[config.mk]
export PLATFORM = sky130hd
export DESIGN_NAME = gate_bist_ctrl
export DESIGN_NICKNAME = d
export VERILOG_FILES = /design/src/rtl/gate_bist_pkg.sv /design/src/rtl/gate_golden_model.sv /design/src/rtl/gate_bist_ctrl.sv
export SDC_FILE = /design/constraint.sdc
export NUM_CORES = 1
export LEC_CHECK = 0
export CAP_MARGIN = 0
export CORE_MARGIN = 1.5
export CORE_UTILIZATION = 28
export DETAILED_ROUTE_END_ITERATION = 10
export GPL_ROUTABILITY_DRIVEN = 0
export SLEW_MARGIN = 10
export SYNTH_ARGS = -nofsm -noshare
export SYNTH_HDL_FRONTEND = slang
export SYNTH_SLANG_ARGS = --single-unit
[constraint.sdc]
create_clock -name clk -period 4.8 [get_ports clk]
set_input_delay 0.96 -clock clk [delete_from_list [all_inputs] [get_ports clk]]
set_output_delay 0.96 -clock clk [all_outputs]
set_load 0.05 [all_outputs]
[src/rtl/gate_bist_pkg.sv]
// Shared definitions for the basic-gates BIST controller: FSM states,
// gate output bit positions and sweep size.
package gate_bist_pkg;

    typedef enum logic [2:0] {
        ST_IDLE,
        ST_APPLY,
        ST_SAMPLE,
        ST_CHECK,
        ST_DONE
    } bist_state_e;

    localparam int unsigned GATE_AND  = 0;
    localparam int unsigned GATE_OR   = 1;
    localparam int unsigned GATE_NOT  = 2;
    localparam int unsigned GATE_NAND = 3;
    localparam int unsigned GATE_NOR  = 4;
    localparam int unsigned GATE_XOR  = 5;
    localparam int unsigned GATE_XNOR = 6;

    localparam int unsigned NUM_GATES   = 7;
    localparam int unsigned NUM_VECTORS = 4;

endpackage

[src/rtl/gate_golden_model.sv]
// Reference outputs of the seven basic gates for one {a,b} vector,
// kept separate from the gate block under test.
module gate_golden_model
    import gate_bist_pkg::*;
(
    input  logic [1:0]           vec_i,
    output logic [NUM_GATES-1:0] exp_o
);

    logic a;
    logic b;

    assign a = vec_i[1];
    assign b = vec_i[0];

    always_comb begin
        exp_o            = '0;
        exp_o[GATE_AND]  = a & b;
        exp_o[GATE_OR]   = a | b;
        exp_o[GATE_NOT]  = ~a;
        exp_o[GATE_NAND] = ~(a & b);
        exp_o[GATE_NOR]  = ~(a | b);
        exp_o[GATE_XOR]  = a ^ b;
        exp_o[GATE_XNOR] = ~(a ^ b);
    end

endmodule

[src/rtl/gate_bist_ctrl.sv]
// BIST sequencer: sweeps all {a,b} vectors through the gate block, compares
// sampled outputs to the golden model and reports sticky failure status.
module gate_bist_ctrl
    import gate_bist_pkg::*;
#(
    parameter int unsigned SETTLE_CYCLES = 2,
    parameter int unsigned NUM_PASSES    = 1,
    parameter int unsigned ERR_W         = 4
) (
    input  logic                 clk,
    input  logic                 rst,
    input  logic                 start,
    input  logic                 abort,
    output logic                 dut_a,
    output logic                 dut_b,
    input  logic [NUM_GATES-1:0] dut_out,
    output logic                 busy,
    output logic                 done,
    output logic                 pass,
    output logic [NUM_GATES-1:0] fail_mask,
    output logic [ERR_W-1:0]     err_count
);

    localparam int unsigned SET_W = (SETTLE_CYCLES > 1) ? $clog2(SETTLE_CYCLES) : 1;
    localparam int unsigned PAS_W = (NUM_PASSES > 1) ? $clog2(NUM_PASSES) : 1;
    localparam logic [SET_W-1:0] SET_LAST = SET_W'(SETTLE_CYCLES - 1);
    localparam logic [PAS_W-1:0] PAS_LAST = PAS_W'(NUM_PASSES - 1);
    localparam logic [1:0]       IDX_LAST = 2'(NUM_VECTORS - 1);

    bist_state_e          state_q, state_d;
    logic [1:0]           idx_q, idx_d;
    logic [PAS_W-1:0]     pcnt_q, pcnt_d;
    logic [SET_W-1:0]     settle_q, settle_d;
    logic [NUM_GATES-1:0] sample_q, sample_d;
    logic [NUM_GATES-1:0] fail_mask_q, fail_mask_d;
    logic [ERR_W-1:0]     err_q, err_d;
    logic                 pass_q, pass_d;

    logic [NUM_GATES-1:0] golden;
    logic [NUM_GATES-1:0] mismatch;
    logic                 last_vec;

    gate_golden_model u_golden (
        .vec_i (idx_q),
        .exp_o (golden)
    );

    assign mismatch = sample_q ^ golden;
    assign last_vec = (idx_q == IDX_LAST) && (pcnt_q == PAS_LAST);

    always_ff @(posedge clk or posedge rst) begin
        if (rst) begin
            state_q <= ST_IDLE;
        end else begin
            state_q <= state_d;
        end
    end

    always_comb begin
        state_d = state_q;
        unique case (state_q)
            ST_IDLE:   if (start) state_d = ST_APPLY;
            ST_APPLY:  if (abort) state_d = ST_IDLE;
                       else if (settle_q == SET_LAST) state_d = ST_SAMPLE;
            ST_SAMPLE: state_d = abort ? ST_IDLE : ST_CHECK;
            ST_CHECK:  if (abort) state_d = ST_IDLE;
                       else state_d = last_vec ? ST_DONE : ST_APPLY;
            ST_DONE:   state_d = ST_IDLE;
            default:   state_d = ST_IDLE;
        endcase
    end

    // Vector pins are gated in IDLE so idx need not be cleared after a run.
    always_comb begin
        busy  = (state_q != ST_IDLE);
        done  = (state_q == ST_DONE) && !abort;
        dut_a = (state_q != ST_IDLE) && idx_q[1];
        dut_b = (state_q != ST_IDLE) && idx_q[0];
    end

    assign pass      = pass_q;
    assign fail_mask = fail_mask_q;
    assign err_count = err_q;

    always_comb begin
        idx_d       = idx_q;
        pcnt_d      = pcnt_q;
        settle_d    = settle_q;
        sample_d    = sample_q;
        fail_mask_d = fail_mask_q;
        err_d       = err_q;
        pass_d      = pass_q;
        unique case (state_q)
            ST_IDLE: begin
                if (start) begin
                    idx_d       = '0;
                    pcnt_d      = '0;
                    settle_d    = '0;
                    fail_mask_d = '0;
                    err_d       = '0;
                    pass_d      = 1'b0;
                end
            end
            ST_APPLY: settle_d = (settle_q == SET_LAST) ? '0 : settle_q + SET_W'(1);
            ST_SAMPLE: sample_d = dut_out;
            ST_CHECK: begin
                fail_mask_d = fail_mask_q | mismatch;
                if ((|mismatch) && (err_q != '1)) err_d = err_q + ERR_W'(1);
                if (!last_vec) begin
                    idx_d = idx_q + 2'd1;
                    if (idx_q == IDX_LAST) pcnt_d = pcnt_q + PAS_W'(1);
                end
            end
            ST_DONE: pass_d = (fail_mask_q == '0);
            default: ;
        endcase
        // Abort keeps the partial mask/count but never reports a pass.
        if (abort && (state_q != ST_IDLE)) begin
            fail_mask_d = fail_mask_q;
            err_d       = err_q;
            settle_d    = '0;
            pass_d      = 1'b0;
        end
    end

    always_ff @(posedge clk or posedge rst) begin
        if (rst) begin
            idx_q       <= '0;
            pcnt_q      <= '0;
            settle_q    <= '0;
            sample_q    <= '0;
            fail_mask_q <= '0;
            err_q       <= '0;
            pass_q      <= 1'b0;
        end else begin
            idx_q       <= idx_d;
            pcnt_q      <= pcnt_d;
            settle_q    <= settle_d;
            sample_q    <= sample_d;
            fail_mask_q <= fail_mask_d;
            err_q       <= err_d;
            pass_q      <= pass_d;
        end
    end

endmodule

-- Yosys cells after proc, flatten, opt, wreduce, memory -nomap -nowiden
Index checks and enable logic that the tools add are counted.
- flip-flop bits (word level): 26
- logic and storage cells: 80
- add/subtract/negate cells: 4
- equality and inequality tests: 12
- multiplexer cells: 24
- bitwise operators: 11
- reductions and logical operators: 21
- operators by type and width (kind ; count):
    3-bit 2-to-1 mux ; 5
    7-bit case mux with 2 select lines ; 1
    3-bit case mux with 4 select lines ; 1
    3-bit nonzero test ; 3
    4-bit 2-to-1 mux ; 2
    2-bit inequality test (second input constant) ; 4
    4-bit case mux with 2 select lines ; 1
    4-bit AND reduction ; 2
    7-bit logical NOT ; 1
    7-bit 2-to-1 mux ; 1
    7-bit bitwise OR ; 1
    7-bit OR reduction ; 1
    7-bit bitwise XOR ; 1
    3-bit by 2-bit equality test with 1-bit output (second input constant) ; 2
    1-bit logical AND ; 6
    1-bit 2-to-1 mux ; 6
    2-bit 2-to-1 mux ; 3
    3-bit inequality test (second input constant) ; 2
    1-bit inverter ; 6
    1-bit case mux with 2 select lines ; 3
    2-bit AND reduction ; 3
    3-bit AND reduction ; 2
    4-bit by 1-bit adder with 4-bit output (second input constant) ; 1
    4-bit inequality test (second input constant) ; 1
    other kinds (12) ; 13

-- Logic depth before layout (Yosys ltp)
Gate-level depths: netlist of run 1.
- depth in word-level cells: 7
- gate-level depth with buffers: 8
- gate-level depth less buffers: 7

-- Hierarchy
A second synthesis of run 1 with hierarchy kept.
- cell total of the unflattened synthesis: 141
- area total of the unflattened synthesis: 1366.3 um^2
- by module, submodules not included (module ; instances ; cells an instance ; area an instance (um^2) ; sequential area each (um^2)):
    gate_bist_ctrl ; 1 ; 132 ; 1297.5 ; 650.6
    gate_golden_model ; 1 ; 9 ; 68.8 ; 0.0

-- Worst setup path after synthesis of run 1
Ideal clock, no wire load.
- path type: in2out
- start point: input port abort
- end point: output port done
- data arrival time: 1.412 ns
- path slack: 2.428 ns
- stages: 2
- buffers on the path: 0
- path through: inv_1 and3_2
- cells in the longest elaborated chain, start to end: 2
- RTL lines (item ; line ; source):
    start: declaration ; gate_bist_ctrl.sv:13 ; input logic abort,
    1-bit logical NOT ; gate_bist_ctrl.sv:76 ; done = (state_q == ST_DONE) && !abort;
    1-bit logical AND ; gate_bist_ctrl.sv:76 ;
    end: declaration ; gate_bist_ctrl.sv:18 ; output logic done,
Every way passes these cells.

-- Worst setup path after layout of run 1
Ends and elaborated chain as after synthesis.

==> results of run 1 <==
-- Yosys cell counts (2+ instances only) --
master,count
dfrtp_1,26
nand2_1,14
nor2_1,13
mux2_2,8
a21oi_1,7
inv_1,6
nand3_1,5
ha_1,4
nand2b_1,4
buf_6,3
o21ai_0,3
xnor2_1,3
xor2_1,3
and2_1,2
and3_1,2
nor3_1,2
nor3b_1,2
nor4_1,2
o211ai_1,2
or4_1,2
-- cells in the final DEF, fill, tap and decap left out, types with 2 or more instances in the layout --
| master | instances |
|---|---|
| dfrtp_1 | 26 |
| clkdlybuf4s50_1 | 26 |
| nand2_1 | 14 |
| nor2_1 | 13 |
| mux2_2 | 8 |
| a21oi_1 | 7 |
| inv_1 | 6 |
| nand3_1 | 5 |
| nand2b_1 | 4 |
| ha_1 | 4 |
| xnor2_1 | 3 |
| xor2_1 | 3 |
| o21ai_0 | 3 |
| clkbuf_8 | 3 |
| nor3_1 | 2 |
| and3_1 | 2 |
| o211ai_1 | 2 |
| and2_1 | 2 |
| or4_1 | 2 |
| nor3b_1 | 2 |
| nor4_1 | 2 |
-- per-stage QoR --
step / cells / hold WS [ns] / util / total power [mW]
3_5_place_dp: 223 / 0.482 / 0.352 / 0.662
6_report: 227 / 0.498 / 0.367 / 0.840
5_1_grt: 227 / 0.514 / 0.367 / 0.895
2_1_floorplan: 137 / 0.468 / - / 0.587
3_3_place_gp: 223 / 0.478 / 0.352 / 0.660
4_1_cts: 227 / 0.496 / 0.367 / 0.847
-- flip-flops by register name, summed over array words and instances, names as in the netlist --
register	count
fail_mask	7
sample_q	7
err_count	4
state_q	3
idx_q	2
pass	1
pcnt_q	1
settle_q	1
-- how the worst min path moves through the flow --
stage	startpoint	end	slack, ns	depth (start not counted)
3_3_place_gp	pcnt_q$_DFFE_PP0P_	pcnt_q$_DFFE_PP0P_	0.48	2
2_1_floorplan	pcnt_q$_DFFE_PP0P_	pcnt_q$_DFFE_PP0P_	0.47	2
4_1_cts	pcnt_q$_DFFE_PP0P_	pcnt_q$_DFFE_PP0P_	0.50	2
6_report	pcnt_q$_DFFE_PP0P_	pcnt_q$_DFFE_PP0P_	0.50	2
3_5_place_dp	pcnt_q$_DFFE_PP0P_	pcnt_q$_DFFE_PP0P_	0.48	2
5_1_grt	fail_mask[2]$_DFFE_PP0P_	pass$_DFFE_PP0P_	0.51	1
-- critical path: stages --
cell and delay [ns]:
clkdlybuf4s50_1 0.48, inv_1 0.17, and3_2 0.21, clkdlybuf4s50_1 0.80
-- cell type report --
class | count | share of cell area
sequential | 26 | 0.370
inverter | 6 | 0.0128
timing repair buffer | 26 | 0.148
clock inverter | 1 | 0.0171
multi-input combinational | 98 | 0.380
clock buffer | 3 | 0.0235
tap | 67 | 0.0477
-- cell families after synthesis --
logic type	count (synthesis)	share of synthesized area
DFF	26	0.459
buffers and inverters	13	0.0697
xor gates and xnor gates	6	0.0371
adders and majority gates	4	0.0353
and+or+nand+nor	57	0.225
muxes	9	0.0706
AOI/OAI and AO/OA	22	0.103
-- routing by layer --
layer | vias up | track usage | routed length (um)
met4 | 0 | 0.0370 | 18
met3 | 2 | 0.0203 | 112
met5 | - | 0 | 0
met1 | 501 | 0.178 | 1550
met2 | 18 | 0.149 | 1200
li1 | 529 | - | -
-- power groups by stage --
| stage | logic [mW] | clock network [mW] | registers, mW |
|---|---|---|---|
| finish | 0.318 | 0.184 | 0.337 |
| global route | 0.348 | 0.199 | 0.348 |
| CTS | 0.321 | 0.188 | 0.338 |
| detailed placement | 0.320 | 0 | 0.342 |
| floorplan | 0.243 | 0 | 0.344 |
| global placement | 0.319 | 0 | 0.341 |
==> flow_metrics.tcl, run 1 <==
set metrics [dict create \
    synth_top_area_frac 0.459 \
    drive_gt1_frac 0.119 \
    post-cts-setup-buffers 0 \
    ff2ff_path_depth 5 \
    ios 27 \
    status "completed" \
    worstSetupStartpointType "input port" \
    fin_setup_tns_ns 0 \
    wl_per_cell_um 12.7 \
    peakVddDrop_uv 160 \
    powerDensity_mw_per_mm2 478 \
    grt_pass1_wl_um 4670 \
    synthFlopType "dfrtp_1" \
    rsz0062_at_grt "false" \
    dpl_cell_area_mm2 0.00169 \
    hold_viol_final 0 \
    r2r-end "err_count[1]$_DFFE_PP0P_" \
    fp.dieH_um 74.2 \
    dieArea_mm2 0.00550 \
    dp_hpwl_um 2070 \
    relSlewSlack 0.325 \
    synth-warning-count 0 \
    seqPwrFrac 0.402 \
    final_max_slew_viol_count 0 \
    timing.max_cap.violations 0 \
    synth_seq_cells 26 \
    p_int_mw 0.525 \
    fin_crit_ns 3.58 \
    die_width_um 74.2 \
    clock_skew_ns 0.00717 \
    cp_max_fo 6 \
    worst-slew-pin-transition_ns 1.01 \
    multi_input_area_um2 668 \
    clockRootBuffer "clkbuf_8" \
    cts_made_buffers 3 \
    vias_per_cell 4.63 \
    clk-insertion-delay-late_ns 0.27 \
    port_buffers 26 \
    diodes 0 \
    cts_sinks 26 \
    drtIter0Drc 66 \
    pwr-share-comb 0.379 \
    num_rows 25 \
    cts_tree "yes" \
    drt_wl_total_um 2880 \
    place_ws_ns 1.23 \
    grt_antenna_before_repair 0 \
    post-route-drc-count 0 \
    holdBufCountCts 0 \
    timing.final.crit_share 0.746 \
    synth_area_leaders "dfrtp_1 (46%), mux2_2 (6.4%), nand2_1 (3.7%), ha_1 (3.5%), nor2_1 (3.4%)" \
    worstHoldPathType "reg -> reg" \
    synth_edf_count 0 \
    critPathKind "in -> out" \
    final_area_mm2 0.00176 \
    cp.required_ns 3.84 \
    ant_nets 0 \
    worst_slack_ns 1.22 \
    yosysTopAreaCell "dfrtp_1" \
    drtPass1Iterations 4 \
    clockPowerShare 0.220 \
    ys_async_sr_fraction 1.00 \
    setup_viol 0 \
    area_growth_pct 23.9 \
    synth_cell_types 44 \
    synth_cells 137 \
    grt_pass1_vias 942 \
    netSwitchingFraction 0.375 \
    switchingPower_mw 0.315 \
    crit_end "done" \
    start_util 0.296 \
    synth_area_per_cell_um2 10.3 \
    regArea_um2 651 \
    grt_use_total 0.112 \
    clk_path_buf_depth 2 \
    cts-htree-levels 1 \
    arrival_ns 2.62 \
    crit_path_end_kind "output port" \
    clk_pin_slew_ns 0.09 \
    grt_max_degree 27 \
    core_mm2 0.00479 \
    max_freq_mhz 279 \
    rrSetupSlack_ns 2.79 \
    leakagePower_nw 0.756 \
    synth-seq-area-share 0.459 \
    synth_nets 152 \
    regToRegStartpoint "state_q[0]$_DFFE_PP0P_" \
    vias 1050 \
    nets 176 \
    synth.cell_area_mm2 0.00142 \
    crit_path_start "abort" \
    cts_resized 0 \
    grt-ovfl-total 0 \
    nFillCells 491 \
]
No activity file was read; power rests on OpenSTA's default activity.
==> run 2: changes to the inputs <==
clock period = 3 ns   (was 4.8 ns; I/O delays follow)
==> run 2 against run 1 <==
Net effect: combinational power rose by 63%; critical endpoint is now dut_a; clock power increased by 59%; largest power group unchanged; non-clock buffer count grew 2; register-to-register slack worse by 1.8 ns; worst setup slack got worse by 0.65 ns; sequential share of layout area fell by 0.26 points; critical path type is now reg -> out.
==> flow_metrics.tcl, run 2 (synthesis results as in run 1) <==
set metrics [dict create \
    powerDensity_mw_per_mm2 763 \
    clock_skew_ns 0.00491 \
    grt_pass1_wl_um 4840 \
    vias 1045 \
    diodes 0 \
    critPathKind "reg -> out" \
    utilization 0.370 \
    num_rows 25 \
    setup_viol 0 \
    worst-slew-pin-transition_ns 0.631 \
    area_growth_pct 24.8 \
    ant_nets 0 \
    final_max_slew_viol_count 0 \
    clk_path_buf_depth 2 \
    dp_hpwl_um 2090 \
    ios 27 \
    cts_tree "yes" \
    cp.required_ns 2.40 \
    timing.final.crit_share 0.811 \
    die_width_um 74.2 \
    fin_crit_ns 2.43 \
    clk-insertion-delay-late_ns 0.27 \
    post-cts-setup-buffers 0 \
    start_util 0.296 \
    arrival_ns 1.83 \
    post-route-drc-count 0 \
    grt-ovfl-total 0 \
    clockRootBuffer "clkbuf_8" \
    fp.dieH_um 74.2 \
    drt_wl_total_um 2940 \
    grt_use_total 0.117 \
    cts_resized 0 \
    leakagePower_nw 0.768 \
    grt_antenna_before_repair 0 \
    vias_per_cell 4.56 \
    max_freq_mhz 411 \
    worstHoldPathType "reg -> reg" \
    dieArea_mm2 0.00550 \
    cp_slowest_stage_delay_ns 0.81 \
    final_common_cell "dfrtp_1" \
    fin_setup_tns_ns 0 \
    hold_viol_final 0 \
    cts_made_buffers 3 \
    clk_pin_slew_ns 0.09 \
    wl_per_cell_um 12.8 \
    slowest_stage "clkdlybuf4s50_1" \
    drive_gt1_frac 0.136 \
    drtIter0Drc 53 \
    worstSetupStartpointType "flip-flop" \
    port_buffers 26 \
    core_mm2 0.00479 \
    crit_path_end_kind "output port" \
    rsz0062_at_grt "false" \
    relSlewSlack 0.578 \
    timing.max_cap.violations 0 \
    peakVddDrop_uv 307 \
    layout_common_cells "dfrtp_1 (26), clkdlybuf4s50_1 (25), nand2_1 (14)" \
    cp_cell_sequence "nor3_4 -> nor2_1 -> clkdlybuf4s50_1" \
    cts-htree-levels 1 \
    grt_pass1_vias 982 \
    grt_max_degree 27 \
    cts_sinks 26 \
    holdBufCountCts 0 \
    drtPass1Iterations 4 \
    nets 178 \
    cp_max_fo 11 \
    status "completed" \
]
## run 2: cell types whose count changed in the layout (fill, tap and decap cells not counted)
cell / previous run / this run
buf_4: 0 / 3
clkdlybuf4s50_1: 26 / 25
## run 2: layer usage
metal	part of all wire	track usage	wire length, um	up-vias
met5	0	0	0	-
met4	0.012	0.0494	35	0
met3	0.058	0.0312	169	4
met2	0.42	0.156	1230	23
met1	0.51	0.175	1510	485
li1	-	-	-	533
## run 2: critical path, delay by kind of cell (launching register included)
family        cells  cell delay [ns]
simple gates      2             0.17
buf+inv           1             0.81
flops             1             0.59
## run 2: power breakdown
part,switching [mW],internal (mW)
Clock,0.114,0.179
Combinational,0.283,0.234
Sequential,0.107,0.435
## run 2: final timing paths
check                                              start                        to  slack (ns)  cells after the start
worst min-delay path            fail_mask[2]$_DFFE_PP0P_          pass$_DFFE_PP0P_        0.50                      1
max in group asynchronous                            rst    state_q[0]$_DFFE_PP0P_        2.06                      3
worst min register to register  fail_mask[2]$_DFFE_PP0P_          pass$_DFFE_PP0P_        0.50                      1
worst max register to register      idx_q[0]$_DFFE_PP0P_  err_count[1]$_DFFE_PP0P_        0.99                      7
min in group asynchronous                            rst   sample_q[0]$_DFFE_PP0N_        0.67                      3
worst max-delay path              state_q[0]$_DFFE_PP0P_                     dut_a        0.57                      3
## run 2: area by class of cell
| type | instances | area [um^2] |
|---|---|---|
| Inverter | 6 | 22.5 |
| Multi-Input combinational cell | 98 | 668 |
| Tap cell | 67 | 83.8 |
| Fill cell | 508 | 3020 |
| Sequential cell | 26 | 651 |
| Timing Repair Buffer | 28 | 273 |
| Clock inverter | 1 | 30.0 |
| Clock buffer | 3 | 41.3 |
## run 2: through the flow
| stage | instance area (um^2) | total power, mW | cells | hold WS, ns | setup WS, ns |
|---|---|---|---|---|---|
| floorplan | 1420 | 0.940 | 137 | 0.468 | 1.03 |
| global placement | 1700 | 1.06 | 225 | 0.477 | 0.762 |
| detailed placement | 1700 | 1.07 | 225 | 0.482 | 0.722 |
| CTS | 1770 | 1.36 | 229 | 0.497 | 0.568 |
| global route | 1770 | 1.43 | 229 | 0.527 | 0.485 |
| finish | 1770 | 1.35 | 229 | 0.495 | 0.567 |
==> run 3: changes to the inputs <==
clock period = 1.96 ns   (was 3 ns; I/O delays follow)
==> run 3 against run 2 <==
Net effect: register-to-register slack worse by 0.89 ns; via count is 5.1% higher; worst setup slack got worse by 0.49 ns; clock power rose by 22%; sequential power is 49% higher; power grew 52%; sequential cell count stayed put; critical path depth shrank 2; critical path type unchanged.
==> flow_metrics.tcl, run 3 (synthesis results as in run 1) <==
set metrics [dict create \
    critPathBufInv 1 \
    timing.max_cap.violations 0 \
    final_area_mm2 0.00185 \
    critPathKind "reg -> out" \
    clockRootBuffer "clkbuf_8" \
    grt_max_degree 27 \
    cp_cell_sequence "clkdlybuf4s50_1" \
    worstHoldPathType "in -> async" \
    status "completed" \
    arrival_ns 1.49 \
    core_mm2 0.00479 \
    clk_pin_slew_ns 0.10 \
    worstSetupPathDepth 1 \
    fp.dieH_um 74.2 \
    diodes 0 \
    regToRegStartpoint "idx_q[0]$_DFFE_PP0P_" \
    post-cts-setup-buffers 0 \
    dpl_cell_area_mm2 0.00178 \
    final_max_slew_viol_count 0 \
    clock_skew_ns 0.00832 \
    fin_crit_ns 1.88 \
    drtIter0Drc 45 \
    num_rows 25 \
    final_common_cell "dfrtp_1" \
    cts_sinks 26 \
    cts_made_buffers 3 \
    ff2ff_path_depth 6 \
    cp.required_ns 1.57 \
    post-route-drc-count 0 \
    dp.cells 234 \
    place_ws_ns 0.00416 \
    cts_tree "yes" \
    grt_antenna_before_repair 0 \
    cpLargestDelayFamily "buffers and inverters" \
    powerDensity_mw_per_mm2 1110 \
    timing.final.crit_share 0.961 \
    worstSetupStartpointType "flip-flop" \
    drt_wl_total_um 3070 \
    utilization 0.386 \
    relSlewSlack 0.660 \
    cp_max_fo 3 \
    ios 27 \
    holdWs_ns 0.461 \
    peakVddDrop_uv 333 \
    drtPass1Iterations 4 \
    rsz0062_at_grt "false" \
    slowest_stage "clkdlybuf4s50_1" \
    r2r-end "err_count[1]$_DFFE_PP0P_" \
    grt_pass1_wl_um 5030 \
    ant_nets 0 \
    max_freq_mhz 531 \
    grt-ovfl-total 0 \
    setup_viol 0 \
    rrSetupSlack_ns 0.10 \
    crit_path_end_kind "output port" \
    worst-slew-pin-transition_ns 0.509 \
    crit_end "fail_mask[0]" \
    cp_slowest_stage_delay_ns 0.83 \
    leakagePower_nw 0.826 \
    vias 1098 \
    holdBufCountCts 0 \
    area_growth_pct 30.4 \
    port_buffers 26 \
    nets 187 \
    drive_gt1_frac 0.257 \
    clk-insertion-delay-late_ns 0.28 \
    power.total_mw 2.05 \
    clk_path_buf_depth 2 \
    grt_use_total 0.118 \
    fin_setup_tns_ns 0 \
    start_util 0.296 \
    dp_hpwl_um 2300 \
    dieArea_mm2 0.00550 \
    nFillCells 487 \
    fin_cells 238 \
    crit_path_start "fail_mask[0]$_DFFE_PP0P_" \
    vias_per_cell 4.61 \
    layout_common_cells "dfrtp_1 (24), clkdlybuf4s50_1 (17), buf_4 (17)" \
    wl_per_cell_um 12.9 \
    die_width_um 74.2 \
    grt_pass1_vias 1015 \
    hold_viol_final 0 \
    worst_slack_ns 0.0760 \
    cts-htree-levels 1 \
]
## run 3: changes by cell type in the layout (fill, tap and decap cells not counted), moves of 2 or more
cell / delta
buf_4: +14
clkdlybuf4s50_1: -8
dfrtp_2: +2
dfrtp_1: -2
buf_12: +3
## run 3: cell type report
| cell class | count | area, um^2 | area share |
|---|---|---|---|
| Multi-Input combinational cell | 98 | 676 | 0.366 |
| Sequential cell | 26 | 653 | 0.353 |
| Timing Repair Buffer | 37 | 358 | 0.194 |
| Tap cell | 67 | 83.8 | 0.0454 |
| Clock buffer | 4 | 55.1 | 0.0298 |
| Inverter | 6 | 22.5 | 0.0122 |
## run 3: worst min-delay path by stage
| stage | start | end | slack [ns] | depth (start not counted) |
|---|---|---|---|---|
| 6_report | rst | err_count[2]$_DFFE_PP0P_ | 0.46 | 3 |
| 5_1_grt | rst | fail_mask[5]$_DFFE_PP0P_ | 0.51 | 3 |
| 4_1_cts | rst | err_count[2]$_DFFE_PP0P_ | 0.48 | 3 |
| 3_5_place_dp | pcnt_q$_DFFE_PP0P_ | pcnt_q$_DFFE_PP0P_ | 0.48 | 2 |
| 3_3_place_gp | pcnt_q$_DFFE_PP0P_ | pcnt_q$_DFFE_PP0P_ | 0.48 | 2 |
| 2_1_floorplan | rst | err_count[1]$_DFFE_PP0P_ | 0.43 | 1 |
## run 3: what timing repair did
item                                    CTS  global route
endpoints found under the hold margin     0             0
resized for setup                         0             5
endpoints found under the setup margin    0             2
## run 3: worst register-to-register path, cell delays in order, from the launching register on
cell,delay (ns)
dfrtp_1,0.43
ha_1,0.22
xnor2_1,0.22
nor3_1,0.09
and3_4,0.22
or4_1,0.52
nand3_1,0.10
## run 3: layer usage
layer	routed length (um)	track usage
met5	0	0
met4	21	0.0247
met3	159	0.0244
met2	1330	0.169
met1	1570	0.183
## run 3: where the power goes
part	internal, mW	switching, mW
clock network	0.180	0.177
logic	0.412	0.478
registers	0.667	0.141
total	1.26	0.796
